**src/rtl/pad_cfg_ctrl.sv**
```systemverilog
// Padring control owner: per-pad shadow registers on a simple req/ready bus,
// and a commit FSM that copies shadow to the live pad controls one side at a time.
module pad_cfg_ctrl #(
   parameter int NPADS         = 9,
   parameter int TCW           = 16,
   parameter int SETTLE_CYCLES = 8
) (
   input  logic                 clk,
   input  logic                 rst,
   input  logic                 req,
   input  logic                 we,
   input  logic [5:0]           addr,
   input  logic [31:0]          wdata,
   output logic                 ready,
   output logic [31:0]          rdata,
   output logic                 err,
   output logic                 busy,
   output logic                 done,
   output logic [NPADS-1:0]     no_ie,
   output logic [NPADS-1:0]     ea_ie,
   output logic [NPADS-1:0]     so_ie,
   output logic [NPADS-1:0]     we_ie,
   output logic [NPADS-1:0]     no_oen,
   output logic [NPADS-1:0]     ea_oen,
   output logic [NPADS-1:0]     so_oen,
   output logic [NPADS-1:0]     we_oen,
   output logic [NPADS*TCW-1:0] no_tech_cfg,
   output logic [NPADS*TCW-1:0] ea_tech_cfg,
   output logic [NPADS*TCW-1:0] so_tech_cfg,
   output logic [NPADS*TCW-1:0] we_tech_cfg
);

   localparam int NSIDE     = 4;
   localparam int NPAD_TOT  = NSIDE * NPADS;
   localparam int CTRL_ADDR = 63;
   localparam int CW        = (SETTLE_CYCLES > 0) ? $clog2(SETTLE_CYCLES + 1) : 1;
   localparam logic [CW-1:0] SETTLE_INIT = CW'(SETTLE_CYCLES);

   typedef enum logic [1:0] {
      ST_IDLE   = 2'd0,
      ST_APPLY  = 2'd1,
      ST_SETTLE = 2'd2
   } state_t;

   // bus side
   logic        r_ready;
   logic [31:0] r_rdata;
   logic        r_err;
   logic        r_commit_pend;
   logic        r_done;
   logic        r_done_sticky;

   logic        w_xact;
   logic        w_pad_hit;
   logic        w_ctrl_hit;
   logic        w_pad_wr;
   logic        w_ctrl_rd;
   logic        w_commit;
   logic [31:0] w_pad_rdata;
   logic        w_unused;

   // commit FSM
   state_t          r_state, w_state_nxt;
   logic [1:0]      r_side, w_side_nxt;
   logic [CW-1:0]   r_cnt, w_cnt_nxt;
   logic            w_apply;
   logic            w_done_evt;

   // shadow and live pad state, indexed by side (0=no, 1=ea, 2=so, 3=we)
   logic [NPADS-1:0]     r_sh_ie    [NSIDE];
   logic [NPADS-1:0]     r_sh_oen   [NSIDE];
   logic [NPADS*TCW-1:0] r_sh_tc    [NSIDE];
   logic [NPADS-1:0]     r_live_ie  [NSIDE];
   logic [NPADS-1:0]     r_live_oen [NSIDE];
   logic [NPADS*TCW-1:0] r_live_tc  [NSIDE];

   // A transaction is accepted only when ready is low, so ready never repeats.
   assign w_xact     = req & ~r_ready;
   assign w_pad_hit  = (addr < 6'(NPAD_TOT));
   assign w_ctrl_hit = (addr == 6'(CTRL_ADDR));
   assign w_pad_wr   = w_xact & we & w_pad_hit;
   assign w_ctrl_rd  = w_xact & ~we & w_ctrl_hit;
   assign w_commit   = w_xact & we & w_ctrl_hit & wdata[0];
   assign w_unused   = ^wdata;

   // NOTE: every variable gets a default before the loop, so no latch can be inferred.
   always_comb begin
      w_pad_rdata = '0;
      for (int s = 0; s < NSIDE; s++) begin
         for (int i = 0; i < NPADS; i++) begin
            if (addr == 6'(s * NPADS + i)) begin
               w_pad_rdata[0]          = r_sh_ie[s][i];
               w_pad_rdata[1]          = r_sh_oen[s][i];
               w_pad_rdata[16 +: TCW]  = r_sh_tc[s][i*TCW +: TCW];
            end
         end
      end
   end

   // NOTE: state registers use non-blocking assignments so every flop samples pre-edge values.
   always_ff @(posedge clk) begin
      if (rst) begin
         r_ready       <= 1'b0;
         r_rdata       <= '0;
         r_err         <= 1'b0;
         r_commit_pend <= 1'b0;
      end else begin
         r_ready       <= w_xact;
         r_commit_pend <= w_commit;
         r_err         <= w_xact & ~w_pad_hit & ~w_ctrl_hit;
         if (w_xact & ~we & w_pad_hit)
            r_rdata <= w_pad_rdata;
         else if (w_ctrl_rd)
            r_rdata <= {30'b0, r_done_sticky, busy};
         else
            r_rdata <= '0;
      end
   end

   // A done event wins over a simultaneous CTRL read-clear.
   always_ff @(posedge clk) begin
      if (rst)
         r_done_sticky <= 1'b0;
      else if (w_done_evt)
         r_done_sticky <= 1'b1;
      else if (w_ctrl_rd)
         r_done_sticky <= 1'b0;
   end

   // NOTE: the shadow arrays are plain flops that must come up at pad-safe values, so they are reset.
   always_ff @(posedge clk) begin
      if (rst) begin
         for (int s = 0; s < NSIDE; s++) begin
            r_sh_ie[s]    <= '0;
            r_sh_oen[s]   <= '1;
            r_sh_tc[s]    <= '0;
            r_live_ie[s]  <= '0;
            r_live_oen[s] <= '1;
            r_live_tc[s]  <= '0;
         end
      end else begin
         for (int s = 0; s < NSIDE; s++) begin
            for (int i = 0; i < NPADS; i++) begin
               if (w_pad_wr && addr == 6'(s * NPADS + i)) begin
                  r_sh_ie[s][i]               <= wdata[0];
                  r_sh_oen[s][i]              <= wdata[1];
                  r_sh_tc[s][i*TCW +: TCW]    <= wdata[16 +: TCW];
               end
            end
            // Live takes the shadow as it stood before this edge's bus write.
            if (w_apply && r_side == 2'(s)) begin
               r_live_ie[s]  <= r_sh_ie[s];
               r_live_oen[s] <= r_sh_oen[s];
               r_live_tc[s]  <= r_sh_tc[s];
            end
         end
      end
   end

   always_ff @(posedge clk) begin
      if (rst) begin
         r_state <= ST_IDLE;
         r_side  <= 2'd0;
         r_cnt   <= '0;
         r_done  <= 1'b0;
      end else begin
         r_state <= w_state_nxt;
         r_side  <= w_side_nxt;
         r_cnt   <= w_cnt_nxt;
         r_done  <= w_done_evt;
      end
   end

   always_comb begin
      w_state_nxt = r_state;
      w_side_nxt  = r_side;
      w_cnt_nxt   = r_cnt;
      w_apply     = 1'b0;
      w_done_evt  = 1'b0;
      case (r_state)
         ST_IDLE: begin
            // Commits arriving while a sequence runs never reach here and are dropped.
            if (r_commit_pend) begin
               w_state_nxt = ST_APPLY;
               w_side_nxt  = 2'd0;
            end
         end
         ST_APPLY: begin
            w_apply = 1'b1;
            if (r_side == 2'd3) begin
               w_state_nxt = ST_IDLE;
               w_side_nxt  = 2'd0;
               w_done_evt  = 1'b1;
            end else if (SETTLE_CYCLES == 0) begin
               w_side_nxt  = r_side + 2'd1;
            end else begin
               w_state_nxt = ST_SETTLE;
               w_cnt_nxt   = SETTLE_INIT;
            end
         end
         ST_SETTLE: begin
            if (r_cnt <= CW'(1)) begin
               w_state_nxt = ST_APPLY;
               w_side_nxt  = r_side + 2'd1;
               w_cnt_nxt   = '0;
            end else begin
               w_cnt_nxt   = r_cnt - CW'(1);
            end
         end
         default: begin
            w_state_nxt = ST_IDLE;
         end
      endcase
   end

   assign ready       = r_ready;
   assign rdata       = r_rdata;
   assign err         = r_err;
   assign busy        = (r_state != ST_IDLE);
   assign done        = r_done;

   assign no_ie       = r_live_ie[0];
   assign ea_ie       = r_live_ie[1];
   assign so_ie       = r_live_ie[2];
   assign we_ie       = r_live_ie[3];
   assign no_oen      = r_live_oen[0];
   assign ea_oen      = r_live_oen[1];
   assign so_oen      = r_live_oen[2];
   assign we_oen      = r_live_oen[3];
   assign no_tech_cfg = r_live_tc[0];
   assign ea_tech_cfg = r_live_tc[1];
   assign so_tech_cfg = r_live_tc[2];
   assign we_tech_cfg = r_live_tc[3];

endmodule
```
**config.mk**
```make
export PLATFORM = sky130hd
export DESIGN_NAME = pad_cfg_ctrl
export DESIGN_NICKNAME = d
export VERILOG_FILES = /design/src/rtl/pad_cfg_ctrl.sv
export SDC_FILE = /design/constraint.sdc
export NUM_CORES = 2
export LEC_CHECK = 0
export CORE_UTILIZATION = 40
export CTS_BUF_LIST = sky130_fd_sc_hd__clkbuf_4 sky130_fd_sc_hd__clkbuf_8 sky130_fd_sc_hd__clkbuf_16
export DETAILED_ROUTE_END_ITERATION = 8
export PLACE_DENSITY_LB_ADDON = 0.1
export SLEW_MARGIN = 40
export SYNTH_ARGS = -nofsm -noshare
export SYNTH_HDL_FRONTEND = slang
export SYNTH_SLANG_ARGS = --single-unit
export TNS_END_PERCENT = 5
```
**constraint.sdc**
```tcl
create_clock -name clk -period 16.2 [get_ports clk]
set_input_delay 3.24 -clock clk [delete_from_list [all_inputs] [get_ports clk]]
set_output_delay 3.24 -clock clk [all_outputs]
set_load 0.05 [all_outputs]
```
==> results.md <==
* Worst hold slack at 0.472 ns
* Worst hold stages at 2
* HP Class: reg2reg
* Reg2Reg Depth at 5
* Total power at 7.92 mW
* Met3 routed WL at between 20 and 25 mm
* Overflow after GRT at 0
* Async S/R FF share, synth at 0
* Crit Reg-Reg Endpoint: r_sh_tc[2][122]
* Synth Area per Inst at 13.8 µm²
* Met2 routed WL at around 110 mm
* Leakage Power at about 26 nW
* Worst EP required at around 17 ns
* Hpwl dp at 152 mm
* Clock root buffer: clkbuf_16
* Number of global-route vias before repair at roughly 38000
* Cells after Synth at 4093
* Crit path DAT at around 8.3 ns
* Fill count at approximately 12000
* Slowest cell delay on critical path at 0.76 ns
* CP top delay family: buffers and inverters
* Crit-path cells: clkbuf_8, buf_4, buf_4, nand2_1, buf_4, nor2_4, a221oi_1, a211o_1, a211oi_1, a221o_1
* Total Routing Usage GR at 0.317
* CP bufs+invs at 4
* Maximum clock frequency at about 130 MHz
* Final WL at around 230 mm
* Critical path type: in2reg
* Post-synth EDFFs at approximately 1300
* Starting DRT DRC Count at about 5500
* Boundary pin count at about 730
* H-Tree Depth at 4
* YS warnings at 0
* HP Start: r_done_sticky
* Worst rel slew slack at 0.306
* Worst path slowest cell: a211oi_1
* Die area at 143000 µm²
* Initial antenna violation count at 24
* Max Used Layer: met5
* Distinct cells, synth at 89
* Synth Register Bits at 1327
* CTS tree: done
* Area delta synth->final at 24.2%
* Routed via count at around 39000
* Core Region at 140000 µm²
* Pins Over Slew Limit at 0
* Num CTS Buffers at 145
* Fin util at 0.502
* DIE HEIGHT at about 380 µm
* Tightest Pin Transition at 1.03 ns
* Setup Viol. Count Final at 0
* Setup Buffers After CTS at 0
* Cts-stage hold buffer count at 0
* First-pass GRT wire length at 309 mm
* PwrDens at 113 nW/µm²
* Maximum clock insertion buffer count at 3
* Most numerous cell on the critical path: buf_4
* Insertion delay to the later sink of the worst-skew pair at roughly 0.8 ns
* CP Max Fanout at 58
* Largest net degree at the start of global routing at 111
* Starting Density at 0.404
* Antenna Violating Nets Remaining at 0
* Drt pass-1 iters at 6
* # port buffers at roughly 700
* MaxCap Viol Count at 0
* Layout cells sized above 1 at 0.101
* PostCTS Resize Cnt at 0
* Synth Flop Type: edfxtp_1
* Hold Vio Cnt, Final at 0
* Maximum vdd ir drop at 0.0868 mV
* Std cell rows at about 140
* Post-Syn Area at roughly 56000 µm²
* Final min period at 7.60 ns
* Final Cycle Share at 0.469
* Setup tns final at 0 ns
* Clk_skew at approximately 0.024 ns
* Hold Path End: r_done_sticky
* Drt via density at roughly 5.8
* Clock-pin transition on the worst setup and hold timing paths at 0.06 ns
* DRC at 0
* RR Startpoint: ready
* CP startpoint kind: input port
* Chip Width at 378 µm
* Clk sink count at 1327
* Routed wire per std cell at 34.4 µm
* M1 WL at roughly 86 mm
* Endpoint type of the worst setup path: flop
* Crit. path cell count at 10
* GP Congestion at 0.909
* Final Net Count at about 4700
* Register area share after synthesis at 0.700
* RSZ-0062 raised after global routing: false
* Reg2Reg Setup Slack at ~13 ns
* Status: completed
where the power goes:
part / total [mW] / switching, mW / internal [mW]
registers: 3.95 / 0.0806 / 3.87
clock network: 3.31 / 1.42 / 1.88
logic: 0.672 / 0.515 / 0.157
total: 7.92 / 2.02 / 5.91
cell usage after synthesis, types with 8 or more instances:
cell type  number  share of area
edfxtp_1     1296           0.69
and2_1        812          0.090
and3_1        419          0.046
clkbuf_1      275          0.018
nand2_1       165          0.011
a21oi_1       135          0.012
o21ai_0       120          0.011
nor2_1        114         0.0076
mux2i_1        75          0.013
buf_2          55         0.0049
nand2b_1       46         0.0051
o22ai_1        42         0.0047
nand3_1        34         0.0030
or3_1          34         0.0038
dfxtp_1        31          0.011
buf_4          29         0.0039
mux4_2         26          0.010
mux2_2         25         0.0050
a22oi_1        24         0.0032
a221oi_1       22         0.0034
nor3_1         19         0.0017
a211oi_1       16         0.0021
inv_1          16         0.0011
o221ai_1       16         0.0025
o211ai_1       14         0.0019
a31oi_1        11         0.0012
o21ai_1        11        0.00097
a2111oi_0      10         0.0016
buf_1          10        0.00066
nand3b_1       10         0.0013
a21o_1          9         0.0012
a222oi_1        9         0.0016
a22o_1          9         0.0014
nor2b_1         9         0.0010
o32ai_1         9         0.0014
a221o_1         8         0.0014
o31ai_1         8         0.0011
worst max path at each step:
stage	from	endpoint	slack, ns
3_5_place_dp	addr[1]	rdata[19]	7.96
4_1_cts	addr[1]	rdata[19]	8.79
6_report	addr[1]	rdata[19]	8.60
3_3_place_gp	addr[1]	rdata[19]	8.03
5_1_grt	addr[1]	rdata[19]	8.61
2_1_floorplan	r_side[0]	r_live_ie[3][0]	3.36
sequential cells by signal (all words and copies together), names as in the netlist:
register	cells
r_live_oen	36
r_state	2
r_live_tc	576
ready	1
err	1
rdata	18
r_done_sticky	1
r_sh_tc	576
done	1
r_live_ie	36
r_commit_pend	1
r_sh_ie	36
r_sh_oen	36
r_side	2
r_cnt	4
worst register-to-register path, stage by stage, from the launching register on:
cell and delay [ns]:
dfxtp_1 0.33, nor3b_1 0.60, and3_4 0.64, nand2_1 0.65, nor2_2 0.92, and2_1 0.24
cells by family (layout without fill, tap and decap cells):
group	count (synthesis)	in the layout	share of synthesized area
buffers and inverters	391	1099	0.0297
adders and majority gates	6	6	0.00133
other	1	21	0.0000664
AOI/OAI and AO/OA	526	526	0.0606
xor gates and xnor gates	1	1	0.000155
muxes	127	127	0.0288
DFF	1327	1327	0.700
and+or+nand+nor	1714	1714	0.179
routing by layer:
metal,GRT usage,vias up
li1,-,16300
met2,0.510,2504
met1,0.406,19700
met5,0,-
met4,0.146,16
met3,0.0743,498
layout make-up:
class,count,area [µm²],area share
multi-input cells,2388,15500,0.222
diodes,7,17.5,0.000250
well taps,1876,2350,0.0335
flip-flops and latches,1327,39500,0.564
inverters,18,68.8,0.000981
clock inverters,90,744,0.0106
clock buffers,177,3910,0.0557
repair buffers,814,7990,0.114
per-stage QoR:
| step | worst slack (ns) | cells | cell area (µm²) |
|---|---|---|---|
| floorplan | 3.36 | 4106 | 56500 |
| global route | 8.61 | 6690 | 70100 |
| global placement | 8.03 | 6415 | 65200 |
| CTS | 8.79 | 6685 | 70000 |
| detailed placement | 7.96 | 6418 | 65400 |
| finish | 8.60 | 6697 | 70200 |
layout by cell type (no fill, tap or decap), types with 24 or more instances in the layout:
cell	synthesis	layout
edfxtp_1	1296	1296
clkdlybuf4s50_1	0	695
a21oi_1	135	135
nand2_2	2	29
nand3_1	34	33
mux2_2	25	25
nand2b_1	46	46
buf_4	29	101
nor2_1	114	101
clkbuf_16	0	147
or3_1	34	34
a22oi_1	24	24
and2_1	812	811
mux2i_1	75	75
o21ai_0	120	113
clkinv_1	1	37
mux4_2	26	26
nand2_1	165	135
o22ai_1	42	42
clkinv_2	0	32
clkbuf_4	0	29
and3_1	419	415
dfxtp_1	31	31
Note: power is estimated with default switching activity, not from simulation.
